`src/rtl/mem_port_arbiter.sv`:
```
// mem_port_arbiter: shares one single-port memory between fetch and load/store, rev 1.0.
// Define ARB_ROUND_ROBIN_EN for round-robin arbitration; default is data-over-fetch priority.
`default_nettype none

module mem_port_arbiter #(
  parameter int ADDR_WIDTH = 32,
  parameter int DATA_WIDTH = 32
) (
  input  logic                  clk_t,
  input  logic                  rst_t,
  input  logic                  if_req_t,
  input  logic [ADDR_WIDTH-1:0] if_addr_t,
  output logic                  if_gnt_t,
  output logic                  if_rvalid_t,
  output logic [DATA_WIDTH-1:0] if_rdata_t,
  input  logic                  dm_req_t,
  input  logic                  dm_we_t,
  input  logic [1:0]            dm_size_t,
  input  logic                  dm_unsigned_t,
  input  logic [ADDR_WIDTH-1:0] dm_addr_t,
  input  logic [DATA_WIDTH-1:0] dm_wdata_t,
  output logic                  dm_gnt_t,
  output logic                  dm_err_t,
  output logic                  dm_rvalid_t,
  output logic [DATA_WIDTH-1:0] dm_rdata_t,
  output logic                  mem_en_t,
  output logic                  mem_we_t,
  output logic [3:0]            mem_be_t,
  output logic [ADDR_WIDTH-1:0] mem_addr_t,
  output logic [DATA_WIDTH-1:0] mem_wdata_t,
  input  logic [DATA_WIDTH-1:0] mem_rdata_t
);

  localparam logic [1:0] S_IDLE    = 2'd0;
  localparam logic [1:0] S_IF_PEND = 2'd1;
  localparam logic [1:0] S_DM_PEND = 2'd2;

  localparam logic [ADDR_WIDTH-1:0] C_WORD_MASK = {{(ADDR_WIDTH-2){1'b1}}, 2'b00};

  logic [1:0] state_q, state_d;
  logic [1:0] lane_q, lane_d;
  logic [1:0] size_q, size_d;
  logic       uns_q, uns_d;

  logic                  w_is_word, w_is_half, w_misaligned;
  logic                  w_dm_prio, w_dm_win, w_dm_load;
  logic [3:0]            w_dm_be;
  logic [DATA_WIDTH-1:0] w_dm_wdata;
  logic [DATA_WIDTH-1:0] w_lane_shift;
  logic [7:0]            w_rd_byte;
  logic [15:0]           w_rd_half;

  assign w_is_word    = (dm_size_t == 2'b00);
  assign w_is_half    = dm_size_t[0];
  assign w_misaligned = (w_is_word & (|dm_addr_t[1:0])) | (w_is_half & dm_addr_t[0]);

`ifdef ARB_ROUND_ROBIN_EN
  // Remembers whether the data port won the last contested cycle.
  logic last_dm_q;

  assign w_dm_prio = ~last_dm_q;

  always_ff @(posedge clk_t) begin
    if (rst_t) begin
      last_dm_q <= 1'b0;
    end else if (dm_req_t && if_req_t) begin
      last_dm_q <= w_dm_win;
    end
  end
`else
  assign w_dm_prio = 1'b1;
`endif

  assign w_dm_win  = dm_req_t & (w_dm_prio | ~if_req_t);
  assign w_dm_load = dm_gnt_t & ~w_misaligned & ~dm_we_t;

  always_comb begin
    w_dm_be    = 4'b1111;
    w_dm_wdata = dm_wdata_t;
    if (dm_size_t == 2'b10) begin
      w_dm_be    = 4'b0001 << dm_addr_t[1:0];
      w_dm_wdata = {4{dm_wdata_t[7:0]}};
    end else if (w_is_half) begin
      w_dm_be    = dm_addr_t[1] ? 4'b1100 : 4'b0011;
      w_dm_wdata = {2{dm_wdata_t[15:0]}};
    end
  end

  // Reset forces every grant low, which in turn keeps the memory strobes and buses at zero.
  always_comb begin
    if_gnt_t    = 1'b0;
    dm_gnt_t    = 1'b0;
    dm_err_t    = 1'b0;
    mem_en_t    = 1'b0;
    mem_we_t    = 1'b0;
    mem_be_t    = 4'b0000;
    mem_addr_t  = '0;
    mem_wdata_t = '0;
    if (!rst_t) begin
      if (w_dm_win) begin
        dm_gnt_t = 1'b1;
        dm_err_t = w_misaligned;
        if (!w_misaligned) begin
          mem_en_t    = 1'b1;
          mem_we_t    = dm_we_t;
          mem_be_t    = w_dm_be;
          mem_addr_t  = dm_addr_t & C_WORD_MASK;
          mem_wdata_t = dm_we_t ? w_dm_wdata : '0;
        end
      end else if (if_req_t) begin
        if_gnt_t   = 1'b1;
        mem_en_t   = 1'b1;
        mem_be_t   = 4'b1111;
        mem_addr_t = if_addr_t & C_WORD_MASK;
      end
    end
  end

  always_comb begin
    state_d = S_IDLE;
    lane_d  = lane_q;
    size_d  = size_q;
    uns_d   = uns_q;
    if (w_dm_load) begin
      state_d = S_DM_PEND;
      lane_d  = dm_addr_t[1:0];
      size_d  = dm_size_t;
      uns_d   = dm_unsigned_t;
    end else if (if_gnt_t) begin
      state_d = S_IF_PEND;
    end
  end

  always_ff @(posedge clk_t) begin
    if (rst_t) begin
      state_q <= S_IDLE;
      lane_q  <= 2'b00;
      size_q  <= 2'b00;
      uns_q   <= 1'b0;
    end else begin
      state_q <= state_d;
      lane_q  <= lane_d;
      size_q  <= size_d;
      uns_q   <= uns_d;
    end
  end

  assign w_lane_shift = mem_rdata_t >> {lane_q, 3'b000};
  assign w_rd_byte    = w_lane_shift[7:0];
  assign w_rd_half    = lane_q[1] ? mem_rdata_t[31:16] : mem_rdata_t[15:0];

  always_comb begin
    if_rvalid_t = 1'b0;
    if_rdata_t  = '0;
    dm_rvalid_t = 1'b0;
    dm_rdata_t  = '0;
    if (!rst_t && state_q == S_IF_PEND) begin
      if_rvalid_t = 1'b1;
      if_rdata_t  = mem_rdata_t;
    end
    if (!rst_t && state_q == S_DM_PEND) begin
      dm_rvalid_t = 1'b1;
      if (size_q == 2'b00) begin
        dm_rdata_t = mem_rdata_t;
      end else if (size_q == 2'b10) begin
        dm_rdata_t = {{24{~uns_q & w_rd_byte[7]}}, w_rd_byte};
      end else begin
        dm_rdata_t = {{16{~uns_q & w_rd_half[15]}}, w_rd_half};
      end
    end
  end

endmodule

`default_nettype wire

```
`config.mk`:
```
export PLATFORM = sky130hd
export DESIGN_NAME = mem_port_arbiter
export DESIGN_NICKNAME = d
export VERILOG_FILES = /design/src/rtl/mem_port_arbiter.sv
export SDC_FILE = /design/constraint.sdc
export NUM_CORES = 1
export LEC_CHECK = 0
export ABC_AREA = 1
export BUFFER_PORTS_ARGS = -buffer_cell sky130_fd_sc_hd__clkbuf_2
export CELL_PAD_IN_SITES_DETAIL_PLACEMENT = 1
export CELL_PAD_IN_SITES_GLOBAL_PLACEMENT = 2
export CORE_MARGIN = 8
export CORE_UTILIZATION = 12
export DETAILED_ROUTE_END_ITERATION = 6
export GPL_TIMING_DRIVEN = 0
export PLACE_DENSITY = 0.82
export SETUP_SLACK_MARGIN = 0.3
export SLEW_MARGIN = 20
export SYNTH_ARGS = -nofsm -noshare
export SYNTH_HDL_FRONTEND = slang
export SYNTH_SLANG_ARGS = --single-unit
```
`constraint.sdc`:
```
create_clock -name clk_t -period 1.5 [get_ports clk_t]
set_input_delay 0.3 -clock clk_t [delete_from_list [all_inputs] [get_ports clk_t]]
set_output_delay 0.3 -clock clk_t [all_outputs]
set_load 0.005 [all_outputs]
```
Word level (Yosys, flattened, before mapping)
Cells that the tools add are included.
{ "totals": {"ff_bits": 7, "in_bits": 136, "out_inout_bits": 139, "wordCells": 67} }
{ "classes": {"n_eq_ne": 4, "shift": 2, "mux": 39, "n_bitwise": 10, "reduce_logical": 7} }
{ "ops": {"columns": ["operator", "count"], "rows": [
  ["$mux W32", 14],
  ["$shr A32 B5 Y8", 1],
  ["$mux W4", 7],
  ["$mux W1", 16],
  ["$mux W16", 1],
  ["$and A1 B1 Y1", 6],
  ["$eq A2 B2 Y1 const B", 3],
  ["$logic_not A2 Y1", 2],
  ["$reduce_or A2 Y1", 2],
  ["$shl A1 B2 Y4 const A", 1],
  ["$not A1 Y1", 3],
  ["$eq A2 B1 Y1 const B", 1],
  ["$logic_and A1 B1 Y1", 2],
  ["$mux W2", 1],
  ["$logic_not A1 Y1", 1],
  ["$or A1 B1 Y1", 1]
]} }

Depth between registers and ports, before layout
Gate-level depths: netlist of run 1.
{ "logic_depth": {"ltp_word": 7, "mapped_depth": 10, "depth_no_buf": 9} }

Worst setup path after synthesis of run 1
Ideal clock, no wire load.
{ "synth_timing": {"path_kind": "register to output", "start": "reg size_q[0]", "end": "out dm_rdata_t[21]", "t_arrival_ps": 1162, "t_required_ps": 1200, "setup_slack_ps": 38, "path_stages_with_launch": 8, "n_path_buf": 2, "cell_sequence": "dfxtp_1 buf_2 nor2_1 inv_2 nand2_1 nand2_2 buf_2 nor2_1"} }
{ "synth_between": {"elab_chain_len": 4, "elab_cells_between_ends": 5, "cone_classes": "eq/ne (1); mux (3); reduce/logical (1)"} }
{ "synth_rtl": {"columns": ["item", "line_no", "source"], "rows": [
  ["from (decl)", "42", "logic [1:0] size_q, size_d;"],
  ["from (signal assigned)", "143", "size_q <= size_d;"],
  ["$eq A2 B2 Y1", "165", "end else if (size_q == 2'b10) begin"],
  ["$mux W32", "165", null],
  ["$mux W32 *", "163", "if (size_q == 2'b00) begin"],
  ["$mux W32 *", "161", "if (!rst_t && state_q == S_DM_PEND) begin"],
  ["to (decl)", "25", "output logic [DATA_WIDTH-1:0] dm_rdata_t,"]
]} }
Every way passes the cells marked *; elsewhere a longest branch is shown, timed or not.

Final worst setup path of run 1
{ "layout_timing": {"start": "reg size_q[0]", "end": "out dm_rdata_t[4]"} }
The elaborated chain is that of the path after synthesis.

==> results of run 1 <==
## cells in the mapped netlist
master,n
nand2_2,2
a22oi_1,1
a21oi_1,22
nor3_2,1
o22ai_1,2
o211ai_1,2
conb_1,1
nand3_1,7
o21ai_0,35
clkbuf_1,15
a221oi_1,8
nor2_1,131
nor2_4,1
inv_1,69
a21oi_2,5
o21a_1,1
buf_2,10
nand2_1,158
inv_2,2
buf_4,3
nor3_1,3
dfxtp_1,7
## sequential cells by signal, summed over array words and instances (netlist names)
name	count
lane_q	2
size_q	2
state_q	2
uns_q	1
## how the worst max path moves through the flow
stage / startpoint / endpoint / slack, ns
6_report: size_q[0] / dm_rdata_t[4] / -0.35
5_1_grt: lane_q[1] / dm_rdata_t[26] / -0.40
4_1_cts: lane_q[1] / dm_rdata_t[28] / -0.30
3_5_place_dp: rst_t / dm_rdata_t[21] / -0.63
3_3_place_gp: rst_t / dm_rdata_t[21] / -0.60
2_1_floorplan: dm_addr_t[0] / mem_wdata_t[11] / 0.11
## area by class of cell
cell class	count	share of cell area, %
Multi-Input combinational cell	381	43.0
Buffer	28	6.91
Inverter	71	5.39
Sequential cell	7	2.42
Tap cell	229	4.47
Timing Repair inverter	1	0.0586
Timing Repair Buffer	333	36.5
Clock buffer	4	1.23
## layer usage
layer | track usage, % | up-vias
li1 | - | 2169
met1 | 16.3 | 2072
met2 | 28.8 | 207
met5 | 0 | -
met4 | 4.40 | 0
met3 | 3.45 | 15
## metrics by stage
| step | total power [mW] | instance area, um^2 | utilization [%] |
|---|---|---|---|
| floorplan | 0.671 | 2550 | - |
| global placement | 1.11 | 4180 | 23.5 |
| detailed placement | 1.12 | 4180 | 23.5 |
| CTS | 1.99 | 5780 | 32.5 |
| global route | 2.24 | 6410 | 36.0 |
| finish | 2.10 | 6410 | 36.0 |
## logic make-up (layout without fill, tap and decap cells)
| group | count (synthesis) | count (layout) | share of synthesized area [%] |
|---|---|---|---|
| flops | 7 | 7 | 6.52 |
| compound gates | 76 | 76 | 20.5 |
| other cells | 1 | 2 | 0.174 |
| buf+inv | 99 | 437 | 18.4 |
| simple gates | 303 | 303 | 54.4 |
## critical path, stage by stage (launching register included)
cell and delay (ns):
dfxtp_2 0.33, buf_8 0.12, nor2_4 0.17, inv_6 0.08
clkbuf_16 0.17, o21ai_0 0.23, a21oi_1 0.08, clkbuf_2 0.13
## repair_timing
item | 4_1_cts | 5_1_grt
setup buffers | 39 | 7
endpoints found under the setup margin | 142 | 142
cloned | 16 | 2
pin swaps | 43 | 25
endpoints found under the hold margin | 0 | 0
resized for setup | 270 | 208
## power breakdown
part / switching, mW / internal (mW)
Clock: 0.106 / 0.354
Sequential: 0.0125 / 0.193
Combinational: 0.760 / 0.678
Total: 0.878 / 1.23
==> flow_summary.json, run 1 <==
{
  "rr_worst_depth": 6,
  "core_area_um2": 17800,
  "diodes": 0,
  "cts.clk_slew.worst_paths_ns": 0.04,
  "post-route-period-util_pct": 124,
  "yosys_register_bits": 7,
  "yosysWarnings": 0,
  "synth.avg_cell_area_um2": 4.42,
  "drv_slew": 0,
  "routabilityCongestion": 0.771,
  "die-area_um2": 22500,
  "synthTopCellsByArea": "nand2_1, nor2_1, inv_1",
  "met2WireLength_um": 9630,
  "antenna_left": 0,
  "cts_tree": "built",
  "crit_path_end_kind": "output pin",
  "drt-initial-drc-count": 74,
  "failed_checks": "negative setup slack",
  "yosys.area.top_type": "nand2_1",
  "min_to": "uns_q",
  "antenna_found_initial": 0,
  "post-route-drc-count": 0,
  "reg2reg_slack_ns": 0.56,
  "ys_types": 22,
  "nets": 962,
  "hold-path-cell-count": 3,
  "drt-total-wl_um": 18300,
  "syn_inst": 486,
  "required_ns": 1.20,
  "r2r_start": "size_q[0]",
  "status": "finished with violations",
  "mostFrequentLayoutCell": "clkbuf_2",
  "io_pins": 275,
  "skew_ns": 0,
  "multiInputGateArea_um2": 2760,
  "critPathLaunchType": "flop",
  "rows": 49,
  "ir_drop_mv": 0.301,
  "worstPathMaxFanout": 6,
  "hpwl_um": 13800,
  "min-delay-start": "dm_unsigned_t",
  "hold_viol_final": 0,
  "die_y_um": 150,
  "ff_latch_area_um2": 155,
  "clock_latency_ns": 0.23,
  "grtUsageTotal_pct": 15.1,
  "yosysTopAreaCellShare_pct": 27.6,
  "tns_ns": -28.42,
  "r2r_end": "size_q[0]",
  "drive_above_1_share_pct": 72.5,
  "n_fill_cell": 2235,
  "syn-cell-area_um2": 2150,
  "grt-ovfl-total": 0,
  "arrival_ns": 1.55,
  "place_ws_ns": -0.627,
  "dp_cells": 986,
  "met1_length_um": 6890,
  "cts_buffers": 3,
  "p_per_area_nw_per_um2": 328,
  "hold_buffers": 0,
  "clock_path_buffers": 2,
  "grt_pass1_vias": 4821,
  "setup_violations": 132,
  "holdWs_ns": 0.325,
  "critical_path_class": "flop to output pin",
  "via_per_inst": 4.23,
  "top_layer_used": "met4",
  "min_period_ns": 1.85,
  "grt_max_degree": 11,
  "h-tree-depth": 1,
  "portBuffers": 270,
  "hold_path_class": "input port to flop",
  "drv_cap": 0,
  "setup_slack_ns": -0.355,
  "die-width_um": 150,
  "num_vias": 4463,
  "ys_seq_area_share_pct": 6.52,
  "rsz0062_at_grt": "true",
  "syn_to_final_growth_pct": 198,
  "initial_core_util_pct": 12.1,
  "numClockSinks": 7,
  "routedWlPerCell_um": 17.4,
  "cts_root_buf": "clkbuf_16",
  "final_cells": 1054,
  "grt_pass1_wl_um": 26600,
  "mostFrequentLayoutCells": "clkbuf_2, nand2_1, nor2_4",
  "wl_met3_um": 1570,
  "leakagePower_nw": 3.37,
  "first_pass_iters": 4,
  "fmax_mhz": 539
}
Power figures use the tool's default switching activity.
==> run 2, diff against run 1 <==
--- a/config.mk
+++ b/config.mk
@@ -13,7 +13,7 @@
 export CORE_UTILIZATION = 12
 export DETAILED_ROUTE_END_ITERATION = 6
 export GPL_TIMING_DRIVEN = 0
-export PLACE_DENSITY = 0.82
+export PLACE_DENSITY = 0.92
 export SETUP_SLACK_MARGIN = 0.3
 export SLEW_MARGIN = 20
 export SYNTH_ARGS = -nofsm -noshare
==> run 2 against run 1 <==
  * Sequential share of layout area is essentially flat
  * Final cell count is essentially flat
  * The flow still finishes with violations (negative setup slack)
  * Hold slack lost 0.020 ns
  * Flip-flop and latch count is the same
  * First-iteration DRC count shrank 15%
  * Non-clock buffer count is the same
  * Critical path depth grew 1
==> flow_summary.json, run 2 (synthesized netlist as in run 1, its figures left out) <==
{
  "status": "finished with violations",
  "failed_checks": "negative setup slack",
  "num_vias": 4448,
  "leakagePower_nw": 3.42,
  "die-area_um2": 22500,
  "utilization_pct": 36.9,
  "mostFrequentLayoutCells": "clkbuf_2, nand2_1, nor2_4",
  "largestRegisters": "lane_q: 2 flops, size_q: 2 flops, state_q: 2 flops",
  "ir_drop_mv": 0.274,
  "arrival_ns": 1.54,
  "setup_violations": 132,
  "path_delay_family": "buffers and inverters",
  "required_ns": 1.20,
  "path_buf_inv": 5,
  "drive_above_1_share_pct": 74.0,
  "grt_max_degree": 11,
  "io_pins": 275,
  "hold_viol_final": 0,
  "critPathLaunchType": "flop",
  "syn_to_final_growth_pct": 205,
  "mostFrequentLayoutCell": "clkbuf_2",
  "grt_pass1_wl_um": 27200,
  "design_area_um2": 6550,
  "skew_ns": 0,
  "cts.clk_slew.worst_paths_ns": 0.03,
  "core_area_um2": 17800,
  "cts_tree": "built",
  "nets": 961,
  "grt-ovfl-total": 0,
  "hold_path_class": "input port to flop",
  "setup_slack_ns": -0.342,
  "cts_buffers": 3,
  "drv_slew": 0,
  "min_period_ns": 1.84,
  "diodes": 0,
  "worstPathMaxFanout": 8,
  "cts_root_buf": "clkbuf_16",
  "fmax_mhz": 543,
  "cp_cell_sequence": "buf_8 -> nor2_4 -> inv_6 -> buf_6 -> clkbuf_16 -> nor2_2 -> nor2_4 -> buf_6",
  "initial_core_util_pct": 12.1,
  "post-route-period-util_pct": 123,
  "routedWlPerCell_um": 18.3,
  "hpwl_um": 14100,
  "p_per_area_nw_per_um2": 333,
  "numClockSinks": 7,
  "portBuffers": 270,
  "clock_latency_ns": 0.23,
  "antenna_found_initial": 0,
  "grtUsageTotal_pct": 15.4,
  "antenna_left": 0,
  "drv_cap": 0,
  "via_per_inst": 4.22,
  "p_total_mw": 2.18,
  "die-width_um": 150,
  "cp_slowest_stage_delay_ns": 0.35,
  "routabilityCongestion": 0.811,
  "clock_path_buffers": 2,
  "rows": 49,
  "h-tree-depth": 1,
  "rsz0062_at_grt": "true",
  "critPathSlowestCell": "dfxtp_4",
  "grt_pass1_vias": 4856,
  "drt-initial-drc-count": 63,
  "post-route-drc-count": 0,
  "first_pass_iters": 4,
  "hold_buffers": 0,
  "drt-total-wl_um": 19300,
  "die_y_um": 150,
  "crit_path_end_kind": "output pin",
  "critical_path_class": "flop to output pin",
  "place_area_um2": 4180
}
run 2: power breakdown:
group / switching, mW / internal, mW
registers: 0.0119 / 0.191
clock network: 0.0957 / 0.353
logic: 0.801 / 0.728
run 2: worst paths after layout:
check | startpoint | to | slack [ns] | depth (start not counted)
worst max-delay path | size_q[0] | dm_rdata_t[21] | -0.34 | 8
worst min-delay path | dm_unsigned_t | uns_q | 0.31 | 3
worst max register to register | size_q[0] | size_q[0] | 0.53 | 6
worst min register to register | uns_q | uns_q | 0.56 | 4
run 2: worst register-to-register path: stages, from the launching register on:
cell,delay (ns)
dfxtp_4,0.36
inv_4,0.05
buf_4,0.13
buf_4,0.14
nand2_1,0.06
nand2_1,0.05
nor2_1,0.11
run 2: through the flow:
step,setup TNS (ns),setup slack (ns),std cells,hold slack [ns]
after floorplan,0,0.106,487,0.372
after global placement,-48.61,-0.600,986,0.542
after detailed placement,-49.58,-0.600,986,0.543
after CTS,-28.96,-0.298,1042,0.305
after global routing,-37.30,-0.390,1053,0.316
final,-26.73,-0.342,1053,0.306
run 2: layout make-up:
class	instances	area [um^2]
fill	2216	11200
multi-input combinational	381	2850
timing repair buffer	333	2360
buffer	28	463
inverter	71	345
tap	229	287
sequential	7	160
clock buffer	4	78.8
run 2: what timing repair did:
action | in CTS | in global routing
setup endpoints to repair | 142 | 141
gates cloned | 16 | 0
pin swaps | 38 | 44
gates resized for setup | 266 | 223
buffers inserted | 36 | 11
run 2: layer usage:
metal / track usage, % / routed length, um
met5: 0 / 0
met4: 3.35 / 204
met3: 4.23 / 1770
met2: 29.8 / 10500
met1: 16.1 / 6830
